### src/rtl/mel_pkg.sv
// ============================================================================
// Module   : mel_pkg
// Brief    : Shared mel front-end widths and frame-scheduler state encoding.
// Revision : 1.0 - initial release
// ============================================================================
`default_nettype none

package mel_pkg;

  localparam int DATA_W  = 16;
  localparam int N_BANKS = 40;

  typedef enum logic [1:0] {
    IDLE = 2'd0,
    LOAD = 2'd1,
    SEND = 2'd2,
    DONE = 2'd3
  } mel_state_t;

endpackage

`default_nettype wire

### src/rtl/mel_chunk_buffer.sv
// ============================================================================
// Module   : mel_chunk_buffer
// Brief    : Holds one mel vector and presents the selected OUT_WIDTH chunk.
// Revision : 1.0 - initial release
// ============================================================================
`default_nettype none

module mel_chunk_buffer #(
  parameter int DATA_W    = 16,
  parameter int N_BANKS   = 40,
  parameter int OUT_WIDTH = 20,
  parameter int NCH       = N_BANKS / OUT_WIDTH,
  parameter int SEL_W     = (NCH > 1) ? $clog2(NCH) : 1
) (
  input  logic                                clk,
  input  logic                                i_load,
  input  logic [N_BANKS-1:0][DATA_W-1:0]      i_vec,
  input  logic [SEL_W-1:0]                    i_sel,
  output logic [OUT_WIDTH-1:0][DATA_W-1:0]    o_chunk
);

  // Data-path only storage; no reset so it maps onto plain flops/RAM.
  logic [OUT_WIDTH-1:0][DATA_W-1:0] r_buf [NCH];

  always_ff @(posedge clk) begin
    if (i_load) begin
      for (int k = 0; k < NCH; k++) begin
        r_buf[k] <= i_vec[k*OUT_WIDTH +: OUT_WIDTH];
      end
    end
  end

  assign o_chunk = r_buf[i_sel];

endmodule

`default_nettype wire

### src/rtl/mel_frame_scheduler.sv
// ============================================================================
// Module   : mel_frame_scheduler
// Brief    : Buffers mel vectors and streams them as chunks, FRAMES per utterance.
// Revision : 1.0 - initial release
// ============================================================================
`default_nettype none

module mel_frame_scheduler #(
  parameter int DATA_W    = mel_pkg::DATA_W,
  parameter int N_BANKS   = mel_pkg::N_BANKS,
  parameter int OUT_WIDTH = 20,
  parameter int FRAMES    = 49
) (
  input  logic                                 clk,
  input  logic                                 reset,
  input  logic                                 start,
  input  logic                                 abort,
  output logic                                 busy,
  output logic                                 done,
  input  logic [N_BANKS-1:0][DATA_W-1:0]       in,
  input  logic                                 s_valid,
  output logic                                 s_ready,
  output logic [OUT_WIDTH-1:0][DATA_W-1:0]     out,
  output logic                                 m_valid,
  input  logic                                 m_ready,
  output logic                                 m_last,
  output logic                                 m_frame_last,
  output logic [$clog2(FRAMES+1)-1:0]          frame_idx
);

  import mel_pkg::*;

  localparam int c_nch     = N_BANKS / OUT_WIDTH;
  localparam int c_sel_w   = (c_nch > 1) ? $clog2(c_nch) : 1;
  localparam int c_frame_w = $clog2(FRAMES + 1);
  localparam logic [c_sel_w-1:0]   c_last_chunk = c_sel_w'(c_nch - 1);
  localparam logic [c_frame_w-1:0] c_last_frame = c_frame_w'(FRAMES - 1);

  generate
    if ((OUT_WIDTH < 1) || (N_BANKS % OUT_WIDTH != 0)) begin : g_bad_chunking
      $error("mel_frame_scheduler: N_BANKS must be an integer multiple of OUT_WIDTH");
    end
    if (FRAMES < 1) begin : g_bad_frames
      $error("mel_frame_scheduler: FRAMES must be at least 1");
    end
  endgenerate

  mel_state_t            r_state, w_state_nxt;
  logic [c_frame_w-1:0]  r_frame_cnt, w_frame_nxt;
  logic [c_sel_w-1:0]    r_chunk_cnt, w_chunk_nxt;
  logic                  w_load;
  logic                  r_busy, r_done, r_s_ready, r_m_valid, r_m_last, r_m_frame_last;

  // Handshakes are qualified by the registered state, so no input reaches an output.
  always_comb begin
    w_state_nxt = r_state;
    w_frame_nxt = r_frame_cnt;
    w_chunk_nxt = r_chunk_cnt;
    w_load      = 1'b0;
    if (abort) begin
      w_state_nxt = IDLE;
      w_frame_nxt = '0;
      w_chunk_nxt = '0;
    end else begin
      case (r_state)
        IDLE: begin
          if (start) begin
            w_state_nxt = LOAD;
            w_frame_nxt = '0;
            w_chunk_nxt = '0;
          end
        end
        LOAD: begin
          if (s_valid) begin
            w_load      = 1'b1;
            w_state_nxt = SEND;
            w_chunk_nxt = '0;
          end
        end
        SEND: begin
          if (m_ready) begin
            if (r_chunk_cnt != c_last_chunk) begin
              w_chunk_nxt = r_chunk_cnt + c_sel_w'(1);
            end else if (r_frame_cnt != c_last_frame) begin
              w_frame_nxt = r_frame_cnt + c_frame_w'(1);
              w_state_nxt = LOAD;
            end else begin
              w_state_nxt = DONE;
            end
          end
        end
        DONE: begin
          w_state_nxt = IDLE;
          w_frame_nxt = '0;
          w_chunk_nxt = '0;
        end
        default: begin
          w_state_nxt = IDLE;
          w_frame_nxt = '0;
          w_chunk_nxt = '0;
        end
      endcase
    end
  end

  // Output flags are registered from next-state values so they align with r_state.
  always_ff @(posedge clk or negedge reset) begin
    if (!reset) begin
      r_state        <= IDLE;
      r_frame_cnt    <= '0;
      r_chunk_cnt    <= '0;
      r_busy         <= 1'b0;
      r_done         <= 1'b0;
      r_s_ready      <= 1'b0;
      r_m_valid      <= 1'b0;
      r_m_last       <= 1'b0;
      r_m_frame_last <= 1'b0;
    end else begin
      r_state        <= w_state_nxt;
      r_frame_cnt    <= w_frame_nxt;
      r_chunk_cnt    <= w_chunk_nxt;
      r_busy         <= (w_state_nxt != IDLE);
      r_done         <= (w_state_nxt == DONE);
      r_s_ready      <= (w_state_nxt == LOAD);
      r_m_valid      <= (w_state_nxt == SEND);
      r_m_last       <= (w_state_nxt == SEND) && (w_chunk_nxt == c_last_chunk);
      r_m_frame_last <= (w_state_nxt == SEND) && (w_chunk_nxt == c_last_chunk)
                        && (w_frame_nxt == c_last_frame);
    end
  end

  mel_chunk_buffer #(
    .DATA_W    (DATA_W),
    .N_BANKS   (N_BANKS),
    .OUT_WIDTH (OUT_WIDTH),
    .NCH       (c_nch),
    .SEL_W     (c_sel_w)
  ) u_chunk_buffer (
    .clk     (clk),
    .i_load  (w_load),
    .i_vec   (in),
    .i_sel   (r_chunk_cnt),
    .o_chunk (out)
  );

  assign busy         = r_busy;
  assign done         = r_done;
  assign s_ready      = r_s_ready;
  assign m_valid      = r_m_valid;
  assign m_last       = r_m_last;
  assign m_frame_last = r_m_frame_last;
  assign frame_idx    = r_frame_cnt;

endmodule

`default_nettype wire

### config.mk
export PLATFORM = sky130hd
export DESIGN_NAME = mel_frame_scheduler
export DESIGN_NICKNAME = d
export VERILOG_FILES = /design/src/rtl/mel_pkg.sv /design/src/rtl/mel_chunk_buffer.sv /design/src/rtl/mel_frame_scheduler.sv
export SDC_FILE = /design/constraint.sdc
export NUM_CORES = 1
export LEC_CHECK = 0
export ABC_AREA = 1
export BUFFER_PORTS_ARGS = -buffer_cell sky130_fd_sc_hd__buf_2
export CORE_AREA = 8 8 370 372
export CTS_CLUSTER_SIZE = 30
export DETAILED_ROUTE_END_ITERATION = 8
export DIE_AREA = 0 0 378 380
export HOLD_SLACK_MARGIN = 0.15
export PLACE_DENSITY_LB_ADDON = 0.1
export SYNTH_ARGS = -nofsm -noshare
export SYNTH_HDL_FRONTEND = slang
export SYNTH_SLANG_ARGS = --single-unit
### constraint.sdc
create_clock -name clk -period 29.2 [get_ports clk]
set_clock_uncertainty 0.15 [all_clocks]
set_input_delay 5.84 -clock clk [delete_from_list [all_inputs] [get_ports clk]]
set_output_delay 5.84 -clock clk [all_outputs]
set_load 0.02 [all_outputs]
# == Word-level counts from Yosys, hierarchy flattened ==
# Memory sizes are Yosys's and may differ from the RTL's.
# Index checks and enable logic that the tools add are counted.
# totals
ff_bits,15
latch_bits,0
ram_bits,640
romBits,0
wordCells,48
mem_count,1
# mem_list
memory,depth,word_bits,read_ports,rd_clocked_by_memory_dff,write_ports,line,rtl
u_chunk_buffer.r_buf,2,320,1,0,2,mel_chunk_buffer.sv:23,logic [OUT_WIDTH-1:0][DATA_W-1:0] r_buf [NCH];
# op_classes
n_addsub,2
mul,0
div_mod_pow,0
n_lt_le_gt_ge,0
eq_ne,8
shifts,0
muxes,24
n_bitwise,0
n_reduce_logical,4
# ops
operator,n
$mux W6,5
$pmux W6 S3,1
$mux W2,6
$mux W1,10
$eq A2 B2 Y1 const B,4
$pmux W2 S4,1
$add A6 B1 Y6 const B,1
$eq A6 B6 Y1 const B,1
$ne A6 B6 Y1 const B,1
$eq A2 B1 Y1 const B,2
$pmux W1 S4,1
$logic_and A1 B1 Y1,2
$logic_not A2 Y1,1
$reduce_bool A2 Y1,1
$add A1 B1 Y1 const B,1

# == Longest topological paths before layout ==
# Gate-level depths: netlist (run 1).
# logic_depth
ltp_word,9
mapped_depth,13
mapped_depth_nobuf,13

# == Cells and area by module ==
# From an unflattened synthesis (run 1), not the netlist that was laid out.
# hier_totals
cells_unflattened,1803
hier_area_um2,24364.6
# by_module_without_submodules
module,n_inst,cells_each,area_per_inst_um2,seq_area_each_um2
mel_chunk_buffer,1,1672,23383.7,19218.4
mel_frame_scheduler,1,131,980.9,375.4

# == Worst setup path before layout (run 1) ==
# OpenSTA, ideal clock, no wires.
# synth_timing
path_type,input port to flip-flop
from,in abort
to,"mem u_chunk_buffer.r_buf[0][0] (netlist name), enable pin"
setup_time_ns,0.983
t_arrival_ns,18.406
path_slack_ns,9.661
stages,3
cell_sequence,clkinv_1 > nand3_1 > inv_1
# synth_rtl
element,line,rtl
start: declaration,mel_frame_scheduler.sv:17,"input logic abort,"
end: declaration,mel_chunk_buffer.sv:23,

==> results of run 1 <==
## metal layers
| metal | track usage | part of all wire |
|---|---|---|
| met5 | 0.004379 | 0.0027 |
| met4 | 0.05499 | 0.037 |
| met3 | 0.06641 | 0.11 |
| met2 | 0.2311 | 0.49 |
| met1 | 0.1427 | 0.36 |
## final timing paths
path                       cells past startpoint  slack (ns)                           to    startpoint
setup / recovery                               6       18.99                     out[289]   r_chunk_cnt
hold / removal                                 3        0.53                 frame_idx[0]  frame_idx[0]
setup reg to reg                               7       25.09  u_chunk_buffer.r_buf[1][66]    r_state[1]
hold reg to reg                                3        0.53                 frame_idx[0]  frame_idx[0]
max in group asynchronous                      1       23.61                  r_chunk_cnt         reset
min in group asynchronous                      1        4.96                 m_frame_last         reset
## state kept, by name, indices dropped and copies added (netlist names)
register,flops
m_frame_last,1
m_valid,1
m_last,1
done,1
busy,1
r_state,2
s_ready,1
r_chunk_cnt,1
frame_idx,6
u_chunk_buffer.r_buf,640
## layout make-up
type / instances / area, sq um / area share
sequential: 655 / 19600 / 0.5782
timing repair buffer: 992 / 5002 / 0.1476
multi-input combinational: 1052 / 4059 / 0.1198
clock buffer: 105 / 2223 / 0.06560
tap: 1755 / 2196 / 0.06479
clock inverter: 53 / 565.5 / 0.01669
inverter: 30 / 127.6 / 0.003765
antenna: 49 / 122.6 / 0.003618
## power by group through the flow
stage,clock [mW],combinational [mW],sequential [mW]
5_1_grt,1.12,0.166,1.08
2_1_floorplan,0,0.0651,1.11
3_5_place_dp,0,0.157,1.09
3_3_place_gp,0,0.155,1.09
6_report,1.04,0.152,1.07
4_1_cts,1.09,0.157,1.07
## worst register-to-register path, stage by stage, from the launching register on
cell and delay (ns):
dfrtp_1 0.37, inv_1 0.14, nand2_1 0.16, inv_2 0.13, nand3_1 0.21, inv_8 0.59, buf_4 1.00, buf_4 0.93
## through the flow
stage                 util  hold slack (ns)  setup WS (ns)  power [mW]  std cells
finish              0.2591           0.5265          18.99       2.263       4691
floorplan                -           0.4962          9.661       1.175       1809
detailed placement  0.2369           0.5205          19.29       1.250       4484
global placement    0.2369           0.5350          19.44       1.249       4484
CTS                 0.2582           0.5310          18.53       2.316       4642
global route        0.2587           0.5962          18.53       2.358       4666
## placed cells by master (no fill, tap or decap), types with 5 or more instances in the layout
cell type / netlist / layout
clkinv_1: 1 / 16
edfxtp_1: 640 / 640
dfrtp_1: 15 / 14
clkinv_2: 0 / 17
diode_2: 0 / 49
bufinv_16: 0 / 6
nand3_1: 9 / 9
clkbuf_16: 0 / 86
buf_4: 1 / 15
inv_1: 24 / 23
o21ai_0: 5 / 5
clkbuf_1: 34 / 19
buf_2: 35 / 977
a21oi_1: 6 / 6
nand2_1: 999 / 999
nor2_1: 13 / 13
## logic make-up after synthesis
kind of cell               count (synthesis)  synth area share
and+or+nand+nor                         1035            0.1641
DFF                                      655            0.8136
buffers and inverters                    102           0.01787
AOI/OAI and AO/OA                         15          0.003377
adders and majority gates                  2          0.001039
==> flow_metrics.env, run 1 <==
export IMPL_grt_pass1_wl_um=139900
export IMPL_final_antenna_net_count=0
export IMPL_overflow=0
export IMPL_end_kind="output pin"
export IMPL_final_nets=3465
export IMPL_path_buf_inv=4
export IMPL_gp_congestion=0.9048
export IMPL_start_util=0.1841
export IMPL_pwr_density_cell_nw_per_um2=66.77
export IMPL_yosysUniqueCellTypes=23
export IMPL_setup_tns_ns=0
export IMPL_leakage_nw=14.32
export IMPL_swShare=0.2385
export IMPL_clk_path_buf_depth=3
export IMPL_clkPwrFrac=0.458
export IMPL_cts_hold_buf=0
export IMPL_synth_warnings=0
export IMPL_ys_ff_latch=655
export IMPL_rsz0062_at_grt="no"
export IMPL_rows=133
export IMPL_htree_levels=3
export IMPL_synthArstFlopShare=0.02290
export IMPL_synth_area_sq_um=24080
export IMPL_finalWirelength_um=102600
export IMPL_vias_per_cell=3.718
export IMPL_worst_slew_pin_slew_ns=1.151
export IMPL_fillers=13980
export IMPL_grt_pass1_vias=18600
export IMPL_p_seq_frac=0.475
export IMPL_synth_most_common_cell="nand2_1"
export IMPL_syn_nets=2457
export IMPL_clock_sinks=655
export IMPL_drive_gt1_frac=0.3928
export IMPL_drv_cap=0
export IMPL_critPathLaunchType="flip-flop"
export IMPL_peakVddDrop_v=0.00004233
export IMPL_ys_top_cells_by_area="edfxtp_1 80%, nand2_1 16%, dfrtp_1 1.6%, buf_2 0.73%, clkbuf_1 0.53%"
export IMPL_insertion_delay_ns=0.66
export IMPL_fin_crit_sh=0.3497
export IMPL_cts_tree="yes"
export IMPL_clockRootBuffer="clkbuf_16"
export IMPL_setup_violations=0
export IMPL_yosys_top_cells_count="999 x nand2_1, 640 x edfxtp_1, 35 x buf_2"
export IMPL_fmax_ghz=0.09794
export IMPL_path_cells="inv_8, buf_4, buf_4, nand2_1, nand2_1, buf_2"
export IMPL_place_area_sq_um=30980
export IMPL_crit_slowest_cell="dfrtp_4"
export IMPL_area_delta_synth_final_pct=40.74
export IMPL_die_area_sq_um=143600
export IMPL_grt_max_degree=126
export IMPL_max_stage_delay_ns=0.81
export IMPL_period_needed_ns=10.21
export IMPL_final_cell_area_sq_um=33890
export IMPL_worstPathArrival_ns=4.22
export IMPL_min_path_type="flip-flop to flip-flop"
export IMPL_hpwl_um=77910
export IMPL_cp_top_family="buffers and inverters"
export IMPL_fp_dieH_um=380
export IMPL_netlist_instances=1809
export IMPL_cts_buffers=86
export IMPL_crit_path_max_fanout=125
export IMPL_synth_top_cell_by_area="edfxtp_1"
export IMPL_drcViolationCount=0
export IMPL_vias=17440
export IMPL_dr_pass1_iters=5
export IMPL_grt_usage=0.1358
export IMPL_cts_resized=0
export IMPL_ioPinCount=978
export IMPL_die_w_um=378
export IMPL_pwr_share_comb=0.067
export IMPL_p_sw_mw=0.5398
export IMPL_yosysSeqAreaShare=0.8136
export IMPL_netlist_area_leader_share=0.7980
export IMPL_relSlewSlack=0.2328
export IMPL_antenna_found_initial=103
export IMPL_ys_flop_type="edfxtp_1"
export IMPL_critPathKind="flip-flop to output pin"
export IMPL_outcome="finished, final reports clean"
export IMPL_hold_viol=0
export IMPL_core_area_sq_um=130800
export IMPL_cp_required_ns=23.21
export IMPL_synth_edf_count=640
export IMPL_clk_pin_slew_ns=0.06
export IMPL_portBuffers=977
export IMPL_intPower_mw=1.723
export IMPL_syn_area_per_cell_sq_um=13.31
export IMPL_post_cts_buffers=0
export IMPL_wl_per_cell_um=21.88
export IMPL_slew_viol_final=0
export IMPL_drt_initial_drc_count=960
Power figures use the tool's default switching activity.
==> run 2, diff against run 1 <==
==> constraint.sdc (replaced) <==
create_clock -name clk -period 9.29 [get_ports clk]
set_clock_uncertainty 0.15 [all_clocks]
set_input_delay 1.858 -clock clk [delete_from_list [all_inputs] [get_ports clk]]
set_output_delay 1.858 -clock clk [all_outputs]
set_load 0.02 [all_outputs]
==> flow_metrics.env, run 2 (same netlist as run 1, synthesis figures left out) <==
export IMPL_outcome="finished, final reports clean"
export IMPL_grt_pass1_wl_um=137100
export IMPL_peakVddDrop_v=0.0001306
export IMPL_finalWirelength_um=100700
export IMPL_relSlewSlack=0.2626
export IMPL_final_cell_mix="999 x nand2_1, 977 x buf_2, 640 x edfxtp_1"
export IMPL_cts_resized=0
export IMPL_gp_congestion=0.8844
export IMPL_drive_gt1_frac=0.3910
export IMPL_core_area_sq_um=130800
export IMPL_fin_cells=4678
export IMPL_die_w_um=378
export IMPL_area_delta_synth_final_pct=41.00
export IMPL_min_path_type="flip-flop to flip-flop"
export IMPL_die_area_sq_um=143600
export IMPL_cp_required_ns=7.28
export IMPL_final_nets=3462
export IMPL_cts_buffers=83
export IMPL_pwr_density_cell_nw_per_um2=210.7
export IMPL_final_antenna_net_count=0
export IMPL_period_needed_ns=5.650
export IMPL_critPathLaunchType="flip-flop"
export IMPL_vias_per_cell=3.727
export IMPL_fin_crit_sh=0.6082
export IMPL_antenna_found_initial=91
export IMPL_max_flop_register="u_chunk_buffer.r_buf"
export IMPL_rsz0062_at_grt="no"
export IMPL_drcViolationCount=0
export IMPL_fillers=14010
export IMPL_grt_pass1_vias=18330
export IMPL_worstPathArrival_ns=3.64
export IMPL_largest_reg_flops=640
export IMPL_grt_usage=0.1329
export IMPL_leakage_nw=14.32
export IMPL_dp_cells=4484
export IMPL_rows=133
export IMPL_final_cell_area_sq_um=33960
export IMPL_wl_per_cell_um=21.53
export IMPL_clockRootBuffer="clkbuf_16"
export IMPL_hold_viol=0
export IMPL_end_kind="output pin"
export IMPL_fmax_ghz=0.1770
export IMPL_layout_commonest_cell="nand2_1"
export IMPL_drt_initial_drc_count=882
export IMPL_grt_max_degree=168
export IMPL_critPathKind="flip-flop to output pin"
export IMPL_clock_sinks=655
export IMPL_post_route_util=0.2596
export IMPL_setup_violations=0
export IMPL_post_cts_buffers=0
export IMPL_overflow=0
export IMPL_htree_levels=3
export IMPL_dr_pass1_iters=5
export IMPL_clk_pin_slew_ns=0.06
export IMPL_worst_slew_pin_slew_ns=1.106
export IMPL_hpwl_um=76130
export IMPL_ioPinCount=978
export IMPL_drv_cap=0
export IMPL_vias=17430
export IMPL_portBuffers=977
export IMPL_place_area_sq_um=31080
export IMPL_clk_path_buf_depth=3
export IMPL_cts_hold_buf=0
export IMPL_insertion_delay_ns=0.66
export IMPL_slew_viol_final=0
export IMPL_fp_dieH_um=380
export IMPL_start_util=0.1841
export IMPL_crit_path_max_fanout=167
export IMPL_total_power_mw=7.154
export IMPL_cts_tree="yes"
## run 2: cell types whose count changed in the layout (fill, tap and decap cells not counted), moves of 2 or more
cell / change
diode_2: -6
buf_12: +5
bufinv_16: +4
buf_4: -5
clkinv_4: -2
clkinv_2: -8
clkbuf_16: -2
## run 2: power by group
group | internal (mW) | leakage [nW] | switching [mW]
sequential | 3.35 | 6.02 | 0.0265
combinational | 0.173 | 6.97 | 0.313
clock | 1.96 | 1.34 | 1.33
total | 5.49 | 14.3 | 1.67
## run 2: metal layers
metal / up-vias / wire [um] / share of wire / GRT usage
li1: 8177 / - / - / -
met1: 8257 / 35060 / 0.35 / 0.1317
met2: 725 / 52010 / 0.52 / 0.2387
met3: 224 / 10250 / 0.10 / 0.06488
met4: 50 / 3039 / 0.030 / 0.04883
met5: - / 329 / 0.0033 / 0
## run 2: worst paths after layout
check | depth (start not counted) | from | end | slack [ns]
max | 5 | r_chunk_cnt | out[177] | 3.64
min | 3 | frame_idx[0] | frame_idx[0] | 0.51
max in group asynchronous | 1 | reset | r_chunk_cnt | 7.74
min in group asynchronous | 1 | reset | s_ready | 0.96
min reg2reg | 3 | frame_idx[0] | frame_idx[0] | 0.51
max reg2reg | 7 | r_state[1] | u_chunk_buffer.r_buf[1][193] | 5.85
## run 2: area by class of cell
type / instances / area (sq um) / share of cell area
Tap cell: 1755 / 2196 / 0.06466
Antenna cell: 43 / 107.6 / 0.003169
Clock inverter: 46 / 579.3 / 0.01706
Multi-Input combinational cell: 1052 / 4071 / 0.1199
Clock buffer: 105 / 2191 / 0.06452
Timing Repair Buffer: 992 / 5065 / 0.1492
Sequential cell: 655 / 19600 / 0.5771
Inverter: 30 / 150.1 / 0.004422
## run 2: through the flow
step,setup slack (ns),hold slack [ns],TNS (ns)
after detailed placement,4.249,0.5126,0
after global placement,4.265,0.5434,0
after CTS,3.472,0.5200,0
final,3.640,0.5124,0
after floorplan,-2.870,0.4962,-1836.58
after global routing,3.382,0.5659,0
## run 2: critical path, cell delays in order (launching register included)
cell and delay, ns:
dfrtp_4 0.73, inv_8 0.54, buf_12 0.69, nand2_1 0.29, nand2_1 0.15, buf_2 0.18
==> run 3, diff against run 2 <==
==> constraint.sdc (replaced) <==
create_clock -name clk -period 4.6 [get_ports clk]
set_clock_uncertainty 0.15 [all_clocks]
set_input_delay 0.92 -clock clk [delete_from_list [all_inputs] [get_ports clk]]
set_output_delay 0.92 -clock clk [all_outputs]
set_load 0.02 [all_outputs]
==> flow_metrics.env, run 3 (same netlist as run 1, synthesis figures left out) <==
export IMPL_seqCellArea_sq_um=19600
export IMPL_start_util=0.1841
export IMPL_cts_hold_buf=1
export IMPL_path_buf_inv=3
export IMPL_hp_start="in[300]"
export IMPL_finalWirelength_um=100500
export IMPL_drv_cap=0
export IMPL_vias=17520
export IMPL_overflow=0
export IMPL_htree_levels=3
export IMPL_fin_crit_sh=0.8600
export IMPL_slew_viol_final=0
export IMPL_dr_pass1_iters=5
export IMPL_period_needed_ns=3.956
export IMPL_setup_tns_ns=0
export IMPL_r2r_slack_ns=1.71
export IMPL_layout_commonest_cell="nand2_1"
export IMPL_portBuffers=977
export IMPL_min_to="u_chunk_buffer.r_buf[0][300]"
export IMPL_core_area_sq_um=130800
export IMPL_fin_cells=4674
export IMPL_rows=133
export IMPL_post_cts_buffers=0
export IMPL_critPathKind="flip-flop to output pin"
export IMPL_pre_cts_slack_ns=1.159
export IMPL_cts_buffers=84
export IMPL_cp_required_ns=3.53
export IMPL_max_stage_delay_ns=0.68
export IMPL_grt_pass1_wl_um=137800
export IMPL_die_area_sq_um=143600
export IMPL_crit_path_max_fanout=96
export IMPL_timing_rr_end="u_chunk_buffer.r_buf[1][154]"
export IMPL_ioPinCount=978
export IMPL_die_w_um=378
export IMPL_ff2ff_path_depth=7
export IMPL_grt_pass1_vias=18460
export IMPL_drive_gt1_frac=0.3938
export IMPL_cts_tree="yes"
export IMPL_clockRootBuffer="clkbuf_16"
export IMPL_end_kind="output pin"
export IMPL_dp_cells=4498
export IMPL_antenna_found_initial=89
export IMPL_crit_slowest_cell="dfrtp_4"
export IMPL_pwr_density_cell_nw_per_um2=413.5
export IMPL_hold_viol=0
export IMPL_multi_input_area_sq_um=4071
export IMPL_grt_max_degree=143
export IMPL_rsz0062_at_grt="no"
export IMPL_clock_sinks=655
export IMPL_fmax_ghz=0.2528
export IMPL_wl_per_cell_um=21.51
export IMPL_leakage_nw=14.34
export IMPL_fillers=14080
export IMPL_worst_slew_pin_slew_ns=1.073
export IMPL_crit_path_frequent_cell="nand2_1"
export IMPL_drcViolationCount=0
export IMPL_hpwl_um=76630
export IMPL_clk_pin_slew_ns=0.06
export IMPL_outcome="finished, final reports clean"
export IMPL_vias_per_cell=3.748
export IMPL_fp_dieH_um=380
export IMPL_final_antenna_net_count=0
export IMPL_cp_top_family="buffers and inverters"
export IMPL_min_path_cells=1
export IMPL_holdWs_ns=0.2741
export IMPL_critPathLaunchType="flip-flop"
export IMPL_final_nets=3478
export IMPL_worstPathArrival_ns=2.89
export IMPL_final_cell_mix="999 x nand2_1, 977 x buf_2, 640 x edfxtp_1"
export IMPL_area_delta_synth_final_pct=40.88
export IMPL_clk_path_buf_depth=3
export IMPL_gp_congestion=0.8782
export IMPL_path_cells="inv_8, buf_12, nand2_1, nand2_1, buf_2"
export IMPL_max_flop_register="u_chunk_buffer.r_buf"
export IMPL_setup_slack_ns=0.6440
export IMPL_relSlewSlack=0.2850
export IMPL_insertion_delay_ns=0.66
export IMPL_largest_reg_flops=640
export IMPL_worstReg2RegStart="r_state[1]"
export IMPL_peakVddDrop_v=0.0002445
export IMPL_min_path_type="input pin to flip-flop"
export IMPL_cts_resized=0
export IMPL_grt_usage=0.1334
export IMPL_drt_initial_drc_count=873
export IMPL_setup_violations=0
## run 3: per-stage QoR
step	cell area [sq um]	power, mW	utilization
floorplan	24130	7.420	-
global placement	31270	7.951	0.2391
detailed placement	31270	7.959	0.2391
CTS	33860	14.32	0.2589
global route	33890	14.60	0.2591
finish	33930	14.03	0.2594
## run 3: worst max-delay path by stage
| stage | from | end | slack, ns | cells past startpoint |
|---|---|---|---|---|
| 3_5_place_dp | r_chunk_cnt | out[293] | 1.16 | 5 |
| 3_3_place_gp | r_chunk_cnt | out[293] | 1.15 | 5 |
| 5_1_grt | r_chunk_cnt | out[293] | 0.35 | 5 |
| 4_1_cts | r_chunk_cnt | out[293] | 0.39 | 5 |
| 6_report | r_chunk_cnt | out[283] | 0.64 | 5 |
| 2_1_floorplan | abort | u_chunk_buffer.r_buf[0][0] | -6.62 | 3 |
## run 3: routing by layer
metal  vias up  GRT usage  wire (um)
met4        34    0.04610       3862
met1      8264     0.1371      35440
met5         -          0        207
met2       789     0.2455      52020
met3       255    0.05124       9015
li1       8176          -          -
## run 3: report_power, final
group	leakage (nW)	internal, mW	switching, mW
combinational	7.07	0.363	0.634
sequential	6.02	6.76	0.0522
clock	1.26	3.58	2.64
total	14.3	10.7	3.33
## run 3: layout make-up
type / instances / area share
diodes: 27 / 0.001991
flip-flops and latches: 655 / 0.5776
multi-input cells: 1052 / 0.1200
well taps: 1755 / 0.06472
repair buffers: 1007 / 0.1553
clock inverters: 41 / 0.01092
inverters: 30 / 0.004425
clock buffers: 107 / 0.06509
